--- src/rtl/alu_pkg.sv ---
// alu_pkg: shared constants for the ALU arbiter slice.
//   DATA_W_DEFAULT : default operand/result width
//   OP_*           : ALU control codes
//   state_t        : arbiter FSM state type (legacy 2-bit encoding kept)
package alu_pkg;

  localparam int unsigned DATA_W_DEFAULT = 32;

  localparam logic [2:0] OP_ADD = 3'b000;
  localparam logic [2:0] OP_SUB = 3'b001;
  localparam logic [2:0] OP_AND = 3'b010;
  localparam logic [2:0] OP_OR  = 3'b011;
  localparam logic [2:0] OP_SLT = 3'b101;

  localparam logic [1:0] ST_IDLE = 2'd0;
  localparam logic [1:0] ST_EXEC = 2'd1;
  localparam logic [1:0] ST_RESP = 2'd2;

  typedef enum logic [1:0] {
    IDLE = ST_IDLE,
    EXEC = ST_EXEC,
    RESP = ST_RESP
  } state_t;

endpackage

--- src/rtl/alu_arbiter_alu.sv ---
// alu_arbiter_alu: combinational ALU datapath.
//   a, b   : signed operands (DATA_W)
//   op     : control code (see alu_pkg OP_*); undefined codes give 0
//   result : DATA_W result, add/sub wrap modulo 2^DATA_W
//   zero   : high when result is all zeros
module alu_arbiter_alu
  import alu_pkg::*;
#(
  parameter int unsigned DATA_W = DATA_W_DEFAULT
) (
  input  logic [DATA_W-1:0] a,
  input  logic [DATA_W-1:0] b,
  input  logic [2:0]        op,
  output logic [DATA_W-1:0] result,
  output logic              zero
);

  logic slt;

  always_comb begin
    slt    = ($signed(a) < $signed(b));
    result = '0;
    case (op)
      OP_ADD:  result = a + b;
      OP_SUB:  result = a - b;
      OP_AND:  result = a & b;
      OP_OR:   result = a | b;
      OP_SLT:  result = {{(DATA_W-1){1'b0}}, slt};
      default: result = '0;
    endcase
  end

  assign zero = (result == '0);

endmodule

--- src/rtl/alu_arbiter.sv ---
// alu_arbiter: two requesters share one ALU through a round-robin grant and
// a three-state FSM (IDLE -> EXEC -> RESP). One operation in flight.
//   clk, rst_n                 : clock, async active-low reset
//   reqN_valid/ready           : request handshake (ready only in IDLE, winner only)
//   reqN_a, reqN_b, reqN_op    : operands and ALU code
//   rspN_valid/ready           : response handshake, held until taken
//   rspN_result, rspN_zero     : registered result and zero flag
//   busy                       : FSM not IDLE
//   op_count                   : completed response handshakes (wraps)
module alu_arbiter
  import alu_pkg::*;
#(
  parameter int unsigned DATA_W = DATA_W_DEFAULT,
  parameter int unsigned CNT_W  = 16
) (
  input  logic              clk,
  input  logic              rst_n,
  input  logic              req0_valid,
  output logic              req0_ready,
  input  logic [DATA_W-1:0] req0_a,
  input  logic [DATA_W-1:0] req0_b,
  input  logic [2:0]        req0_op,
  input  logic              req1_valid,
  output logic              req1_ready,
  input  logic [DATA_W-1:0] req1_a,
  input  logic [DATA_W-1:0] req1_b,
  input  logic [2:0]        req1_op,
  output logic              rsp0_valid,
  input  logic              rsp0_ready,
  output logic [DATA_W-1:0] rsp0_result,
  output logic              rsp0_zero,
  output logic              rsp1_valid,
  input  logic              rsp1_ready,
  output logic [DATA_W-1:0] rsp1_result,
  output logic              rsp1_zero,
  output logic              busy,
  output logic [CNT_W-1:0]  op_count
);

  state_t            state;
  logic              rr_ptr;   // 0: favour requester 0 on contention
  logic              winner;
  logic [DATA_W-1:0] a_q;
  logic [DATA_W-1:0] b_q;
  logic [2:0]        op_q;
  logic [DATA_W-1:0] alu_result;
  logic              alu_zero;
  logic              grant0;
  logic              grant1;
  logic              rsp_done;

  // A lone valid always wins; the pointer only breaks ties.
  always_comb begin
    grant0 = (state == IDLE) && req0_valid && (!req1_valid || !rr_ptr);
    grant1 = (state == IDLE) && req1_valid && (!req0_valid ||  rr_ptr);
  end

  assign req0_ready = grant0;
  assign req1_ready = grant1;
  assign busy       = (state != IDLE);
  assign rsp_done   = winner ? (rsp1_valid && rsp1_ready) : (rsp0_valid && rsp0_ready);

  alu_arbiter_alu #(
    .DATA_W (DATA_W)
  ) u_alu (
    .a      (a_q),
    .b      (b_q),
    .op     (op_q),
    .result (alu_result),
    .zero   (alu_zero)
  );

  always_ff @(posedge clk or negedge rst_n) begin
    if (!rst_n) begin
      state       <= IDLE;
      rr_ptr      <= 1'b0;
      winner      <= 1'b0;
      a_q         <= '0;
      b_q         <= '0;
      op_q        <= '0;
      rsp0_valid  <= 1'b0;
      rsp0_result <= '0;
      rsp0_zero   <= 1'b0;
      rsp1_valid  <= 1'b0;
      rsp1_result <= '0;
      rsp1_zero   <= 1'b0;
      op_count    <= '0;
    end else begin
      case (state)
        IDLE: begin
          if (grant0 || grant1) begin
            winner <= grant1;
            a_q    <= grant1 ? req1_a  : req0_a;
            b_q    <= grant1 ? req1_b  : req0_b;
            op_q   <= grant1 ? req1_op : req0_op;
            // Pointer moves only after contention, so a lone requester
            // does not steal the other's next turn.
            if (req0_valid && req1_valid) begin
              rr_ptr <= grant0;
            end
            state <= EXEC;
          end
        end
        EXEC: begin
          if (winner) begin
            rsp1_valid  <= 1'b1;
            rsp1_result <= alu_result;
            rsp1_zero   <= alu_zero;
          end else begin
            rsp0_valid  <= 1'b1;
            rsp0_result <= alu_result;
            rsp0_zero   <= alu_zero;
          end
          state <= RESP;
        end
        RESP: begin
          if (rsp_done) begin
            if (winner) begin
              rsp1_valid <= 1'b0;
            end else begin
              rsp0_valid <= 1'b0;
            end
            op_count <= op_count + CNT_W'(1);
            state    <= IDLE;
          end
        end
        default: state <= IDLE;
      endcase
    end
  end

endmodule

--- config.mk ---
export PLATFORM = sky130hd
export DESIGN_NAME = alu_arbiter
export DESIGN_NICKNAME = d
export VERILOG_FILES = /design/src/rtl/alu_pkg.sv /design/src/rtl/alu_arbiter_alu.sv /design/src/rtl/alu_arbiter.sv
export SDC_FILE = /design/constraint.sdc
export NUM_CORES = 1
export LEC_CHECK = 0
export CORE_MARGIN = 2
export CORE_UTILIZATION = 55
export CTS_BUF_LIST = sky130_fd_sc_hd__clkbuf_2
export CTS_CLUSTER_SIZE = 30
export DETAILED_ROUTE_END_ITERATION = 10
export HOLD_SLACK_MARGIN = 0.12
export PLACE_DENSITY = 0.83
export SKIP_LAST_GASP = 1
export SYNTH_ARGS = -nofsm -noshare
export SYNTH_HDL_FRONTEND = slang
export SYNTH_SLANG_ARGS = --single-unit
--- constraint.sdc ---
create_clock -name clk -period 5.57 [get_ports clk]
set_clock_uncertainty 0.2 [all_clocks]
set_input_delay 1.114 -clock clk [delete_from_list [all_inputs] [get_ports clk]]
set_output_delay 1.114 -clock clk [all_outputs]
set_load 0.02 [all_outputs]
Word-level counts from Yosys, hierarchy flattened:

Index checks and enable logic that the tools add are counted.

* register bits: 155
* bits in latches: 0
* memory bits (writable): 0
* bits in read-only memories: 0
* input port bits: 140
* output and inout port bits: 87
* word-level logic and storage cells: 74
* memories kept: 0

* $add $sub $neg: 3
* multipliers: 0
* div/mod/pow operators: 0
* order comparisons: 1
* equal/unequal tests: 12
* shifts and indexed selects: 0
* mux-type cells: 16
* bitwise logic cells: 3
* reductions and logical operators: 26

Operator list (count)
* $pmux W32 S5: 1
* $mux W32: 2
* $add A32 B32 Y32: 1
* $and A32 B32 Y32: 1
* $logic_not A32 Y1: 1
* $lt A32 B32 Y1: 1
* $or A32 B32 Y32: 1
* $sub A32 B32 Y32: 1
* $add A16 B1 Y16 const B: 1
* $ne A2 B2 Y1 const B: 5
* $reduce_and A2 Y1: 5
* $reduce_and A4 Y1: 2
* $logic_and A1 B1 Y1: 7
* $mux W1: 7
* $eq A3 B2 Y1 const B: 2
* $pmux W2 S3: 1
* $mux W2: 2
* $pmux W1 S2: 2
* $reduce_bool A2 Y1: 2
* $eq A3 B1 Y1 const B: 1
* $eq A3 B3 Y1 const B: 1
* $logic_not A1 Y1: 3
* $logic_not A3 Y1: 1
* $logic_or A1 B1 Y1: 3
* other kinds (7): 7

Longest topological paths before layout:

* word-level depth: 6
* mapped depth: 14

Modules after synthesis:

A second synthesis with hierarchy kept.

* cell total of the unflattened synthesis: 1430
* area total of the unflattened synthesis: 12044.1 sq um

By module, submodules not included
* alu_arbiter: instances 1, cells an instance 596, area each 6511.2 sq um, sequential area each 3878.7 sq um
* alu_arbiter_alu: instances 1, cells an instance 834, area each 5532.8 sq um, sequential area each 0.0 sq um

Worst setup path after synthesis:

Ideal clock, no wire load.

* path type: register to register
* start: register a_q[0]
* end: register rsp0_zero
* arrival time: 3.785 ns
* required time: 5.275 ns
* slack: 1.489 ns
* cell stages (with the launch flop): 15
* path buffers: 0
* path through: dfrtp_1 inv_1 ha_1 fa_1 o21bai_2 a2111oi_0 nor3_1 a211oi_2 o21ai_1 nand3_1 a221oi_1 nand4_1 or4_1 or4_1 o31ai_1

* word-level cells in the longest chain between the ends: 3

Ends and longest elaborated chain
* from (decl): RTL line alu_arbiter.sv:43 `logic [DATA_W-1:0] a_q;`
* from (signal assigned): RTL line alu_arbiter.sv:93 `a_q <= grant1 ? req1_a : req0_a;`
* $sub A32 B32 Y32 (tied with other cells): RTL line alu_arbiter_alu.sv:25 `OP_SUB: result = a - b;`
* $pmux W32 S5 (*): RTL line alu_arbiter_alu.sv:23 `case (op)`
* $logic_not A32 Y1 (*): RTL line alu_arbiter_alu.sv:33 `assign zero = (result == '0);`
* to (signal assigned): RTL line alu_arbiter.sv:112 `rsp0_zero <= alu_zero;`
* to (decl): RTL line alu_arbiter.sv:31 `output logic rsp0_zero,`

Mark *: on every way between the ends. The rest lies on a longest branch, timed or not.
A chain may end at the register's enable or synchronous reset.

Final worst setup path:

* start: register a_q[10]
* end: register rsp0_zero

Same word-level chain as after synthesis.

==> flow_summary_export.csv <==
group,metric,value,unit
grt,grt_pass1_vias,10960,
power_and_ir_drop,seq_power_share,0.205,
sta,post-route-period-util,0.9469,
floorplanning,io_pins,227,
floorplanning,core_area,21020,um^2
grt,grt_pass1_wl,58330,um
yosys,ys.flop_type,"dfrtp_1",
place,postPlaceCellArea,14250,um^2
sta,max_freq,189.6,MHz
clocking,htree_num_levels,4,
yosys,synth_commonest_cells,"nand2_1, nor2_1, dfrtp_1",
clocking,cts_tree,"done",
cells_and_area,fill_cells,1783,
flow_run,cap_violations,0,
setup_path,critical_path_class,"register to register",
setup_path,crit_path_max_fanout,9,
drt,wire_per_inst,18.77,um
clocking,cts_buffers,17,
power_and_ir_drop,p_int,4.448,mW
cells_and_area,drive_gt1_frac,0.05146,
clocking,post_cts_buffers,0,
floorplanning,die_area,22670,um^2
yosys,synth-edff-count,0,
clocking,clkTransAtPathRegs,0.30,ns
setup_path,critPathArrivalTime,5.76,ns
drt,drt-initial-drc-count,1173,
setup_path,end_kind,"register",
floorplanning,row_count,53,
yosys,synth_top_cell_by_area,"dfrtp_1",
yosys,netlist_instances,1520,
drt,via_per_inst,6.096,
power_and_ir_drop,switching_share,0.5699,
yosys,post-synth-top-count-cell,"nand2_1",
place,dp_slack,0.6344,ns
place,place_congestion,0.9957,
cells_and_area,stdcell_count,1987,
yosys,yosys_warnings,0,
place,port_buffers,226,
grt,grt_max_degree,156,
floorplanning,die_y,150.6,um
yosys,ys_types,77,
clocking,numClockSinks,155,
sta,setup_viol,0,
run_status,status,"finished clean",
yosys,syn_area_per_cell,7.772,um^2
sta,hold_violations,0,
setup_path,start_kind,"register",
cells_and_area,final_area,14500,um^2
worst_hold_path,holdCritPathClass,"input port to async pin",
power_and_ir_drop,leakage,6.433,nW
floorplanning,initial_core_util,0.5620,
power_and_ir_drop,power_density,713.4,nW/um^2
yosys,synth_nets,1774,
sta,finalWorstSetupSlack,0.2959,ns
drt,drt-pass1-iter-count,8,
sta,fin_tns_setup,0,ns
yosys,syn-cell-area,11810,um^2
drt,drc,0,
drt,antenna_left,0,
sta,fin_crit,5.274,ns
clocking,cts_buffer_depth,2,
clocking,clkLatencyLatePin,0.80,ns
grt,antenna_found_initial,2,
sta,relSlewSlack,0.3002,
setup_path,cp_data_required_time,6.05,ns
sta,rsz0062_at_grt,"no",
drt,vias,12113,
cells_and_area,area_growth,22.70,%
clocking,hold_buffers,0,
power_and_ir_drop,switching_power,5.893,mW
clocking,root_buffer,"clkbuf_2",
power_and_ir_drop,clkPwrFrac,0.064,
power_and_ir_drop,power_frac_comb,0.732,
clocking,ctsResizeCount,0,
grt,grt_overflow,0,
yosys,yosys-top-cells-area,"dfrtp_1, ha_1, nand2_1, nor2_1, o21ai_0",
sta,slew_viol_final,0,
floorplanning,die_w,150.6,um
power_and_ir_drop,ir_worst_vdd,0.0002835,V
place,dp_cells,1953,
yosys,yosysTopAreaCellShare,0.3283,
place,hpwl,28960,um
yosys,async_reset_ff_frac,1.000,
cells_and_area,nets,1951,
yosys,synth_seq_area_share,0.3283,
drt,wl,37300,um
yosys,ys_ff_latch,155,
sta,worst_pin_slew,1.046,ns
cells_and_area,final_util,0.6895,
grt,grt.total_usage,0.3281,
state kept, by name, indices dropped and copies added, names as in the netlist:
name,cells
rr_ptr,1
rsp1_zero,1
op_count,16
rsp0_zero,1
winner,1
rsp1_valid,1
rsp0_result,32
a_q,32
op_q,3
rsp0_valid,1
state,2
b_q,32
rsp1_result,32
through the flow:
step / hold WS [ns] / power [mW]
2_1_floorplan: 0.2584 / 7.107
3_3_place_gp: 0.2605 / 9.356
3_5_place_dp: 0.2721 / 9.484
4_1_cts: 0.2017 / 10.14
5_1_grt: 0.2207 / 11.12
6_report: 0.04878 / 10.34
cells by family after synthesis:
kind of cell,synth area share
XOR/XNOR,0.02002
adder cells (fa/ha/maj),0.1220
flip-flops,0.3283
AO/OA/AOI/OAI,0.2395
buffers and inverters,0.06143
AND/OR/NAND/NOR,0.2166
multiplexers,0.01218
routing by layer:
metal | global-route usage | vias up | wire [um] | share of wire
met5 | 0 | - | 0 | 0
met4 | 0.07736 | 0 | 584 | 0.016
met3 | 0.05242 | 57 | 3548 | 0.095
met2 | 0.4823 | 644 | 15910 | 0.43
met1 | 0.5031 | 5709 | 17250 | 0.46
li1 | - | 5703 | - | -
final timing paths:
path / from / to / slack [ns] / cells past startpoint
setup reg to reg: a_q[10] / rsp0_zero / 0.30 / 12
min in group clk: rr_ptr / rr_ptr / 0.31 / 1
max in group asynchronous: rst_n / rsp0_result[12] / 4.23 / 2
setup / recovery: a_q[10] / rsp0_zero / 0.30 / 12
hold reg to reg: rr_ptr / rr_ptr / 0.31 / 1
hold / removal: rst_n / b_q[9] / 0.05 / 2
final cells by class:
cell class              count  area [um^2]  area share
repair buffers            246         2426      0.1674
clock inverters            15        152.6     0.01053
well taps                 275        344.1     0.02374
clock buffers              17        85.08    0.005870
flip-flops and latches    155         3880      0.2677
multi-input cells        1177         7227      0.4986
diodes                      2        5.005   0.0003453
inverters                 100        375.4     0.02590
worst max-delay path, stage by stage (launching register included):
cell	delay (ns)
dfrtp_1	0.56
inv_1	0.08
ha_1	0.43
nor4_1	0.81
and2_1	0.31
a211oi_2	0.13
o21ai_1	0.21
nand3_1	0.10
a221oi_1	0.75
nand4_1	0.17
or4_1	0.57
or4_1	0.57
o31ai_1	0.27
cell usage in the layout, fill, tap and decap left out, types with 23 or more instances in the layout:
cell type / instances
a31oi_1: 74
nor2_1: 155
a211oi_1: 24
nand3_1: 36
nand2_1: 275
inv_1: 91
clkdlybuf4s50_1: 225
ha_1: 112
xnor2_1: 23
o21ai_0: 102
dfrtp_1: 154
a21oi_1: 95
power groups by stage:
stage	Clock (mW)	Sequential (mW)	Combinational (mW)
after detailed placement	0	2.15	7.33
after CTS	0.657	2.12	7.36
final	0.657	2.12	7.57
after global placement	0	2.11	7.25
after floorplan	0	2.24	4.87
after global routing	0.703	2.19	8.23
(Power assumes the default switching activity.)
